<file path="src/rtl/call_controller.sv">
// Call-control engine: turns UI commands into signalling packets, received
// packets into UI status, and owns the call FSM, ring timeout and audio gate.
module call_controller #(
  parameter logic [7:0]      MY_ADDR      = 8'h01,
  parameter int unsigned     TO_W         = 27,
  parameter logic [TO_W-1:0] RING_TIMEOUT = TO_W'(81000000)
) (
  input  logic       clk,
  input  logic       reset,
  input  logic [4:0] command,
  input  logic [7:0] phn_num,
  output logic [3:0] inc_command,
  output logic [7:0] inc_address,
  output logic       net_tx_valid,
  input  logic       net_tx_ready,
  output logic [2:0] net_tx_type,
  output logic [7:0] net_tx_dst,
  input  logic       net_rx_valid,
  input  logic [2:0] net_rx_type,
  input  logic [7:0] net_rx_src,
  input  logic [7:0] net_rx_dst,
  output logic       audio_en
);

  localparam logic [4:0] CMD_DIAL   = 5'd1;
  localparam logic [4:0] CMD_ACCEPT = 5'd2;
  localparam logic [4:0] CMD_REJECT = 5'd3;
  localparam logic [4:0] CMD_END    = 5'd4;

  localparam logic [2:0] PKT_CALL_REQ = 3'd1;
  localparam logic [2:0] PKT_ACCEPT   = 3'd2;
  localparam logic [2:0] PKT_REJECT   = 3'd3;
  localparam logic [2:0] PKT_HANGUP   = 3'd4;

  localparam logic [3:0] ST_IDLE      = 4'd0;
  localparam logic [3:0] ST_DIALING   = 4'd1;
  localparam logic [3:0] ST_CONNECTED = 4'd2;
  localparam logic [3:0] ST_REJECTED  = 4'd3;
  localparam logic [3:0] ST_NOANSWER  = 4'd4;
  localparam logic [3:0] ST_INCOMING  = 4'd6;

  localparam logic [TO_W-1:0] TO_LAST = RING_TIMEOUT - TO_W'(1);

  typedef enum logic [1:0] {S_IDLE, S_DIALING, S_RINGING, S_CONNECTED} state_e;

  state_e          state_q, state_d;
  logic [TO_W-1:0] cnt_q, cnt_d;
  logic [4:0]      prev_cmd_q, prev_cmd_d;
  logic [3:0]      inc_command_q, inc_command_d;
  logic [7:0]      inc_address_q, inc_address_d;
  logic            tx_valid_q, tx_valid_d;
  logic [2:0]      tx_type_q, tx_type_d;
  logic [7:0]      tx_dst_q, tx_dst_d;
  logic            audio_en_q, audio_en_d;

  logic       load_ok, cmd_new, rx_ok, rx_peer, rx_other, timeout;
  logic       send;
  logic [2:0] send_type;
  logic [7:0] send_dst;

  always_comb begin
    load_ok  = !tx_valid_q;
    cmd_new  = load_ok && (command != prev_cmd_q) && (command != 5'd0);
    rx_ok    = net_rx_valid && (net_rx_dst == MY_ADDR);
    rx_peer  = rx_ok && (net_rx_src == inc_address_q);
    rx_other = rx_ok && (net_rx_src != inc_address_q) && (net_rx_type == PKT_CALL_REQ);
    // >= so a timeout pre-empted by an rx event still fires next cycle
    timeout  = (cnt_q >= TO_LAST);

    state_d       = state_q;
    prev_cmd_d    = command;
    inc_command_d = inc_command_q;
    inc_address_d = inc_address_q;
    cnt_d         = (state_q == S_DIALING || state_q == S_RINGING) ? cnt_q + TO_W'(1) : cnt_q;
    send          = 1'b0;
    send_type     = 3'd0;
    send_dst      = 8'd0;

    case (state_q)
      S_IDLE: begin
        if (cmd_new && command == CMD_DIAL) begin
          send = 1'b1; send_type = PKT_CALL_REQ; send_dst = phn_num;
          inc_address_d = phn_num;
          inc_command_d = ST_DIALING;
          cnt_d         = '0;
          state_d       = S_DIALING;
        end else if (rx_ok && net_rx_type == PKT_CALL_REQ) begin
          inc_address_d = net_rx_src;
          inc_command_d = ST_INCOMING;
          cnt_d         = '0;
          state_d       = S_RINGING;
        end
      end
      S_DIALING: begin
        if (cmd_new && command == CMD_END) begin
          send = 1'b1; send_type = PKT_HANGUP; send_dst = inc_address_q;
          inc_command_d = ST_IDLE;
          state_d       = S_IDLE;
        end else if (rx_peer && net_rx_type == PKT_ACCEPT) begin
          inc_command_d = ST_CONNECTED;
          state_d       = S_CONNECTED;
        end else if (rx_peer && net_rx_type == PKT_REJECT) begin
          inc_command_d = ST_REJECTED;
          state_d       = S_IDLE;
        end else if (timeout) begin
          send = 1'b1; send_type = PKT_HANGUP; send_dst = inc_address_q;
          inc_command_d = ST_NOANSWER;
          state_d       = S_IDLE;
        end
      end
      S_RINGING: begin
        if (cmd_new && command == CMD_ACCEPT) begin
          send = 1'b1; send_type = PKT_ACCEPT; send_dst = inc_address_q;
          inc_command_d = ST_CONNECTED;
          state_d       = S_CONNECTED;
        end else if (cmd_new && (command == CMD_REJECT || command == CMD_END)) begin
          send = 1'b1; send_type = PKT_REJECT; send_dst = inc_address_q;
          inc_command_d = ST_IDLE;
          state_d       = S_IDLE;
        end else if (rx_peer && net_rx_type == PKT_HANGUP) begin
          inc_command_d = ST_IDLE;
          state_d       = S_IDLE;
        end else if (rx_other) begin
          send = 1'b1; send_type = PKT_REJECT; send_dst = net_rx_src;
        end else if (timeout) begin
          send = 1'b1; send_type = PKT_REJECT; send_dst = inc_address_q;
          inc_command_d = ST_NOANSWER;
          state_d       = S_IDLE;
        end
      end
      S_CONNECTED: begin
        if (cmd_new && command == CMD_END) begin
          send = 1'b1; send_type = PKT_HANGUP; send_dst = inc_address_q;
          inc_command_d = ST_IDLE;
          state_d       = S_IDLE;
        end else if (rx_peer && net_rx_type == PKT_HANGUP) begin
          inc_command_d = ST_IDLE;
          state_d       = S_IDLE;
        end else if (rx_other) begin
          send = 1'b1; send_type = PKT_REJECT; send_dst = net_rx_src;
        end
      end
      default: state_d = S_IDLE;
    endcase

    // Packet slot: a pending packet holds until accepted; a new one loads only
    // into an empty slot, otherwise it is lost while the FSM still moves on.
    tx_valid_d = tx_valid_q;
    tx_type_d  = tx_type_q;
    tx_dst_d   = tx_dst_q;
    if (tx_valid_q && net_tx_ready) tx_valid_d = 1'b0;
    if (send && load_ok) begin
      tx_valid_d = 1'b1;
      tx_type_d  = send_type;
      tx_dst_d   = send_dst;
    end

    audio_en_d = (state_d == S_CONNECTED);
  end

  always_ff @(posedge clk) begin
    if (reset) begin
      state_q       <= S_IDLE;
      cnt_q         <= '0;
      prev_cmd_q    <= '0;
      inc_command_q <= '0;
      inc_address_q <= '0;
      tx_valid_q    <= 1'b0;
      tx_type_q     <= '0;
      tx_dst_q      <= '0;
      audio_en_q    <= 1'b0;
    end else begin
      state_q       <= state_d;
      cnt_q         <= cnt_d;
      prev_cmd_q    <= prev_cmd_d;
      inc_command_q <= inc_command_d;
      inc_address_q <= inc_address_d;
      tx_valid_q    <= tx_valid_d;
      tx_type_q     <= tx_type_d;
      tx_dst_q      <= tx_dst_d;
      audio_en_q    <= audio_en_d;
    end
  end

  assign inc_command  = inc_command_q;
  assign inc_address  = inc_address_q;
  assign net_tx_valid = tx_valid_q;
  assign net_tx_type  = tx_type_q;
  assign net_tx_dst   = tx_dst_q;
  assign audio_en     = audio_en_q;

endmodule

</file>
<file path="config.mk">
export PLATFORM = sky130hd
export DESIGN_NAME = call_controller
export DESIGN_NICKNAME = d
export VERILOG_FILES = /design/src/rtl/call_controller.sv
export SDC_FILE = /design/constraint.sdc
export NUM_CORES = 1
export LEC_CHECK = 0
export CORE_AREA = 3 3 87 89
export CTS_CLUSTER_SIZE = 20
export DETAILED_ROUTE_END_ITERATION = 16
export DIE_AREA = 0 0 90 92
export DONT_BUFFER_PORTS = 1
export PLACE_DENSITY = 0.63
export SYNTH_ARGS = -nofsm -noshare
export SYNTH_HDL_FRONTEND = slang
export SYNTH_SLANG_ARGS = --single-unit
</file>
<file path="constraint.sdc">
create_clock -name clk -period 6.16 [get_ports clk]
set_input_delay 0.924 -clock clk [delete_from_list [all_inputs] [get_ports clk]]
set_output_delay 0.924 -clock clk [all_outputs]
set_load 0.02 [all_outputs]
</file>
# Word-level counts from Yosys, hierarchy flattened
# Index checks and enable logic that the tools add are counted.
[totals]
input_bits = 36
regBits = 59
out_inout_bits = 25
word_cells = 129
[op_classes]
n_reduce_logical = 25
muxes = 74
n_eq_ne = 19
magnitude_cmp = 1
addsub = 1
[op_table]
columns = ["cell", "count"]
rows = [
  ["$mux W8", 14],
  ["$mux W27", 4],
  ["$mux W4", 12],
  ["$mux W2", 19],
  ["$pmux W8 S4", 1],
  ["$add A27 B1 Y27 const B", 1],
  ["$ge A27 B27 Y1 const B", 1],
  ["$logic_and A1 B1 Y1", 16],
  ["$pmux W4 S4", 1],
  ["$mux W1", 15],
  ["$mux W3", 5],
  ["$pmux W3 S4", 1],
  ["$eq A5 B2 Y1 const B", 2],
  ["$eq A8 B1 Y1 const B", 1],
  ["$eq A8 B8 Y1", 1],
  ["$ne A8 B8 Y1", 1],
  ["$pmux W2 S4", 1],
  ["$eq A2 B2 Y1 const B", 3],
  ["$eq A3 B2 Y1 const B", 2],
  ["$ne A3 B3 Y1 const B", 2],
  ["$eq A5 B1 Y1 const B", 1],
  ["$eq A5 B3 Y1 const B", 1],
  ["$ne A5 B2 Y1 const B", 1],
  ["$ne A5 B5 Y1", 1],
  ["other kinds (11)", 13],
]

# Longest topological paths before layout
[logic_depth]
ltp_word = 11
mapped_depth = 11
ltp_nobuf = 10

# Least setup slack after synthesis
# No wires, ideal clock.
[synth_path]
path_type = "input to register"
start = "input port net_rx_src[1]"
end = "register tx_dst_q[0], in the netlist net_tx_dst[0]"
n_path_buf = 1
setup_time_ns = 0.068
path_stages = 9
required_ns = 6.092
setup_slack_ns = 3.430
arrival_time_ns = 2.662
path_cell_list = "xor2_1 > nor4_4 > nand4_2 > nand3b_1 > o211ai_2 > o311ai_4 > and2b_1 > buf_6 > o2bb2ai_2"
[synth_via]
elab_chain_len = 9
[synth_lines]
columns = ["element", "line_no", "source"]
rows = [
  ["start, declared", "20", "input logic [7:0] net_rx_src,"],
  ["$ne A8 B8 Y1", "66", "rx_other = rx_ok && (net_rx_src != inc_address_q) && (net_rx_type == PKT_CALL_REQ);"],
  ["$logic_and A1 B1 Y1 (2 in a row)", "66", ""],
  ["$mux W1", "123", "end else if (rx_other) begin"],
  ["$mux W1", "120", "end else if (rx_peer && net_rx_type == PKT_HANGUP) begin"],
  ["$mux W1", "116", "end else if (cmd_new && (command == CMD_REJECT || command == CMD_END)) begin"],
  ["$mux W1", "112", "if (cmd_new && command == CMD_ACCEPT) begin"],
  ["$pmux W1 S4", "79", "case (state_q)"],
  ["$logic_and A1 B1 Y1", "152", "if (send && load_ok) begin"],
  ["end signal, assigned", "180", "tx_dst_q <= tx_dst_d;"],
  ["end, declared", "53", "logic [7:0] tx_dst_q, tx_dst_d;"],
]
# Several ways; a longest one is shown, not always the timed one.
# A chain may end at the register's enable or synchronous reset.

# Final worst setup path
[layout_path]
start = "input port command[4]"
end = "register cnt_q[5]"
[layout_via]
elab_chain_len = 6
[layout_lines]
columns = ["element", "line_no", "source"]
rows = [
  ["start, declared", "10", "input logic [4:0] command,"],
  ["$ne A5 B5 Y1", "63", "cmd_new = load_ok && (command != prev_cmd_q) && (command != 5'd0);"],
  ["$logic_and A1 B1 Y1 (2 in a row)", "63", ""],
  ["$logic_and A1 B1 Y1 *", "81", "if (cmd_new && command == CMD_DIAL) begin"],
  ["$mux W27 *", "81", ""],
  ["$mux W27 *", "79", ""],
  ["end signal, assigned", "174", "cnt_q <= cnt_d;"],
  ["end, declared", "47", "logic [TO_W-1:0] cnt_q, cnt_d;"],
]
# Mark *: on every way between the ends. The rest lies on a longest branch, timed or not.

==> impl_metrics.csv <==
group,metric,value,unit
drt,dr.pass1.iters,4,
sta,drv_slew,0,
floorplanning,ios,61,
layout,antennaDiodeCount,0,
synthesis,synth_ff_type,"dfxtp_1",
synthesis,yosysSeqAreaShare,0.3495,
layout,seqCellArea,0.001181,mm2
status,status,"complete, no violations",
critical_path,reg2reg_from,"net_tx_valid",
floorplanning,start_util,0.4947,
global_route,antenna_found_initial,0,
clock_tree,post-cts-setup-buffers,0,
pwr,seq_power_share,0.454,
floorplanning,die_x,90,um
sta,finalClockSkew,0.01219,ns
pwr,p_int,0.6401,mW
clock_tree,clockBufferDepth,2,
sta,fmax,0.3130,GHz
critical_path,cp-end-kind,"flop",
worst_hold_path,min_path_type,"flop to flop",
drt,detail_route.iter0.violations,170,
layout,fill_cells,672,
sta,max-slew-margin-rel,0.3119,
critical_path,start_kind,"primary input",
flow_run,cap_violations,0,
floorplanning,core_area,0.006832,mm2
placed_design,gp_congestion,0.8838,
pwr,power_frac_comb,0.202,
clock_tree,cts.repair.resized,0,
critical_path,cp.required,6.35,ns
sta,hold_viol,0,
sta,fin_crit,3.195,ns
clock_tree,cts_buffers,9,
critical_path,crit_path_start,"command[4]",
global_route,track_usage,0.1963,
clock_tree,clock_sinks,59,
sta,rsz0062_at_grt,"no",
synthesis,ys_ff_latch,59,
clock_tree,root_buffer,"clkbuf_8",
pwr,swShare,0.3388,
drt,routedWlPerCell,15.71,um
layout,drive_gt1_frac,0.1078,
critical_path,timing_worst_setup_path_type,"primary input to flop",
pwr,vdd_drop_max,119.4,uV
drt,via_count,2819,
pwr,clkPwrFrac,0.344,
pwr,p_sw,0.3280,mW
sta,min_period_over_period,0.5187,
synthesis,netlist_area,0.003379,mm2
critical_path,arrival,3.39,ns
sta,tightest_slew,1.032,ns
worst_hold_path,hold_start,"cnt_q[22]",
synthesis,async_flop_share,0,
synthesis,avgSynthCellArea,8.491,um2
synthesis,synth_cells,398,
sta,fin_ws,2.965,ns
floorplanning,die_area,0.008280,mm2
clock_tree,cts_hold_buf,0,
synthesis,synth_cell_types,59,
synthesis,synth-edff-count,0,
drt,remaining_drc_errors,0,
global_route,grt_start_max_net_pins,29,
global_route,globalRouteOverflowTotal,0,
placed_design,dp_slack,2.581,ns
layout,post-route-util,0.5293,
pwr,cellPowerDensity,267.7,mW/mm2
global_route,grt_pass1_wl,13280,um
floorplanning,dieHeight,92,um
layout,final_cell_mix,"nor2_1, dfxtp_1, o21ai_0, nand2_1, xor2_1",
layout,finalNetCount,435,
placed_design,hpwlAfterDp,5516,um
synthesis,synth_nets,439,
clock_tree,h-tree-depth,3,
layout,syn_to_final_growth,6.997,%
placed_design,io_buffers,0,
pwr,power,0.9681,mW
layout,multiInputGateArea,0.002097,mm2
critical_path,cp_max_fo,27,
layout,layout_commonest_cell,"nor2_1",
drt,ant_nets,0,
synthesis,synth_warnings,0,
clock_tree,path_clk_slew,0.07,ns
clock_tree,insertion_delay,0.35,ns
clock_tree,cts_tree,"built",
sta,setup_viol,0,
global_route,first_global_vias,2726,
sta,final.setup.tns,0,ns
drt,routed_wl,7775,um
pwr,p_leak,1.228,nW
floorplanning,core.rowCount,30,
drt,vias_per_cell,5.695,
==> cells by family (layout without fill, tap and decap cells) <==
logic type | Yosys count | after routing | synth area share
AO/OA/AOI/OAI | 87 | 87 | 0.2144
buffers and inverters | 23 | 24 | 0.02999
flip-flops | 59 | 59 | 0.3495
AND/OR/NAND/NOR | 185 | 185 | 0.2858
adder cells (fa/ha/maj) | 5 | 5 | 0.01851
XOR/XNOR | 37 | 37 | 0.09589
multiplexers | 2 | 2 | 0.005924
==> state kept, by name, indices dropped and copies added, names as in the netlist <==
register      count
cnt_q            27
inc_address       8
net_tx_dst        8
prev_cmd_q        5
inc_command       4
net_tx_type       3
state_q           2
audio_en          1
net_tx_valid      1
==> layout make-up <==
| cell class | count | share of cell area |
|---|---|---|
| sequential | 59 | 0.3266 |
| tap | 96 | 0.03322 |
| inverter | 8 | 0.008304 |
| clock inverter | 5 | 0.01003 |
| clock buffer | 11 | 0.04187 |
| multi-input combinational | 316 | 0.5799 |
==> Yosys cell counts (4+ instances only) <==
| master | instances | area share |
|---|---|---|
| nor3_1 | 18 | 0.027 |
| nand4_1 | 9 | 0.017 |
| xor2_1 | 26 | 0.067 |
| xnor2_1 | 11 | 0.029 |
| clkbuf_1 | 7 | 0.0078 |
| nand3_1 | 14 | 0.021 |
| buf_2 | 5 | 0.0074 |
| dfxtp_1 | 59 | 0.35 |
| and3_1 | 14 | 0.026 |
| inv_1 | 8 | 0.0089 |
| nor3b_1 | 4 | 0.0089 |
| nand2_1 | 26 | 0.029 |
| nor2b_1 | 10 | 0.019 |
| o2bb2ai_2 | 8 | 0.036 |
| o21ai_0 | 26 | 0.039 |
| a21oi_1 | 13 | 0.019 |
| ha_1 | 5 | 0.019 |
| nor2_1 | 63 | 0.070 |
| nand2b_1 | 4 | 0.0074 |
| a221oi_1 | 9 | 0.023 |
| and2_1 | 5 | 0.0093 |
==> worst max-delay path, stage by stage <==
cell and delay, ns:
or3_1 0.44, a21oi_4 0.24, nand3b_1 0.43, a21oi_2 0.47, or2_1 0.76, nor2_1 0.12
==> per-stage QoR <==
| stage | cell area, um2 | cells | hold slack (ns) |
|---|---|---|---|
| 2_1_floorplan | 3379 | 398 | 0.4712 |
| 3_3_place_gp | 3428 | 479 | 0.4838 |
| 3_5_place_dp | 3428 | 479 | 0.4967 |
| 4_1_cts | 3616 | 495 | 0.5067 |
| 5_1_grt | 3616 | 495 | 0.5306 |
| 6_report | 3616 | 495 | 0.5069 |
==> power by group through the flow <==
stage	sequential [mW]	clock, mW	combinational [mW]
finish	0.440	0.333	0.196
CTS	0.441	0.339	0.196
global placement	0.449	0	0.192
detailed placement	0.449	0	0.194
global route	0.444	0.357	0.217
floorplan	0.442	0	0.168
==> worst paths after layout <==
check | to | depth (start not counted) | slack [ns]
worst min register to register | cnt_q[22] | 2 | 0.51
worst min-delay path | cnt_q[22] | 2 | 0.51
worst max-delay path | cnt_q[5] | 6 | 2.96
worst max register to register | cnt_q[5] | 6 | 3.06
==> layer usage <==
metal,GRT usage,part of all wire
met1,0.2504,0.46
met2,0.3099,0.45
met3,0.05414,0.076
met4,0.08801,0.013
met5,0,0
No activity file was read; power rests on OpenSTA's default activity.
==> edit: new RTL, config.mk and constraints unchanged <==
Set the parameter `TO_W` to 23 (it was 27).
--- a/src/rtl/call_controller.sv
+++ b/src/rtl/call_controller.sv
@@ -2,7 +2,7 @@
 // packets into UI status, and owns the call FSM, ring timeout and audio gate.
 module call_controller #(
   parameter logic [7:0]      MY_ADDR      = 8'h01,
-  parameter int unsigned     TO_W         = 27,
+  parameter int unsigned     TO_W         = 23,
   parameter logic [TO_W-1:0] RING_TIMEOUT = TO_W'(81000000)
 ) (
   input  logic       clk,
Formal check against the unedited RTL: no difference found for any inputs over 4 cycles, from zero or initial values and one cycle with reset high; that may be too few to reach the edited logic, so the function may still have changed.
==> edit against the unedited design <==
Sequential share of layout area is 0.68 points lower; synthesized cell count is 3.3% higher; routed wire length is 7.3% higher; register-to-register slack worse by 0.10 ns; count of clock-buffer cells in the layout is 5 lower; area after synthesis stayed put; combinational power is 14% lower; design area is 4.8% lower; clock power is 26% lower; total power is 15% lower; largest power group unchanged; hold slack better by 0.017 ns; sequential cell count is 4 lower; setup slack worse by 0.39 ns.
==> edit: results (changes against the unedited design) <==
P_leak - 1.15 nW (-6.5%)
Pre-CTS WS - 2.27 ns (-0.309 ns)
Routed met1 length - 3.77 mm (+5.8%)
Slowest CP cell - or4_4
Final nets - 434 (-0.23%)
Hpwl dp - 6.16 mm (+12%)
GRT met3 Usage - 0.0681 (+0.0139)
CP Data Arrival Time - 3.77 ns (+0.38 ns)
Gr usage total - 0.200 (+0.00391)
WL final - 8.34 mm (+7.3%)
Outcome - completed
Slew headroom - 0.278 (-0.0338)
Family with the most delay on the worst path - compound AO/OA/AOI/OAI gates
Largest register FFs - 23 (-15%)
Critical path fanouts, max - 14 (-48%)
DR WL met2 - 3.71 mm (+5.3%)
Top area cells in the synthesized netlist - dfxtp_1 (33%), nor2_1 (6.6%), xnor2_1 (5.2%), a211oi_2 (3.7%), o21ai_0 (3.7%)
Largest net degree at the start of global routing - 35 (+21%)
Detailed-routing iteration count for the pre-antenna-repair pass - 5 (+1)
Maximum vdd drop - 117 uV (-2.3%)
Number of library cell types mapped by synthesis - 62 (+5.1%)
Compound-cell area share of the yosys netlist - 0.245 (+0.0307)
Sequential share of the synthesized area - 0.326 (-0.0237)
Top cells by count, synth - nor2_1 (59), dfxtp_1 (55), o21ai_0 (25)
Max Clock Skew - 0.0105 ns (-0.00167 ns)
Metal3 WL - 689 um (+16%)
Share of layout cells above drive strength 1 - 0.0736 (-0.0342)
Synth Area in XOR/XNOR - 0.0855 (-0.0104)
Routing usage on met1 - 0.258 (+0.00759)
First-pass GRT wire length - 13.8 mm (+3.9%)
Syn Nets - 452 (+3.0%)
## edit: cell types whose count changed in the layout (fill, tap and decap cells not counted), moves of 5 or more
| cell | change |
|---|---|
| a211oi_1 | +12 |
| a21oi_1 | +9 |
| xnor2_1 | +9 |
| o2bb2ai_2 | -8 |
| xor2_1 | -13 |
| nor4_1 | +7 |
| and2_1 | -5 |
| clkbuf_8 | -6 |
| nand2_1 | -7 |
| a211oi_2 | +10 |
## edit: stage by stage
stage	power (mW)	std cells
finish	0.821	490
floorplan	0.556	411
CTS	0.826	490
detailed placement	0.579	482
global route	0.864	490
global placement	0.577	482
## edit: area by class of cell
cell class,count,area [sq um],area share
multi-input combinational,321,2070,0.602
inverter,10,37.5,0.0109
clock inverter,2,38.8,0.0113
tap,96,120,0.0349
sequential,55,1100,0.320
clock buffer,6,72.6,0.0211
## edit: cells by family (layout without fill, tap and decap cells)
logic type / after synthesis / count (layout)
mux: 1 / 1
compound gates: 114 / 114
flops: 55 / 55
fa+ha+maj: 5 / 5
simple gates: 168 / 168
xor+xnor: 33 / 33
buf+inv: 35 / 18
## edit: power by group through the flow
stage / sequential (mW) / clock (mW) / combinational (mW)
2_1_floorplan: 0.408 / 0 / 0.148
3_3_place_gp: 0.412 / 0 / 0.165
3_5_place_dp: 0.413 / 0 / 0.166
4_1_cts: 0.405 / 0.254 / 0.167
5_1_grt: 0.408 / 0.265 / 0.190
6_report: 0.404 / 0.247 / 0.169
## edit: final timing paths
kind / from / cells past startpoint / end / slack (ns)
max: net_rx_dst[2] / 7 / net_tx_dst[0] / 2.58
min: cnt_q[21] / 2 / cnt_q[21] / 0.52
max reg2reg: cnt_q[0] / 8 / net_tx_type[0] / 2.96
min reg2reg: cnt_q[21] / 2 / cnt_q[21] / 0.52
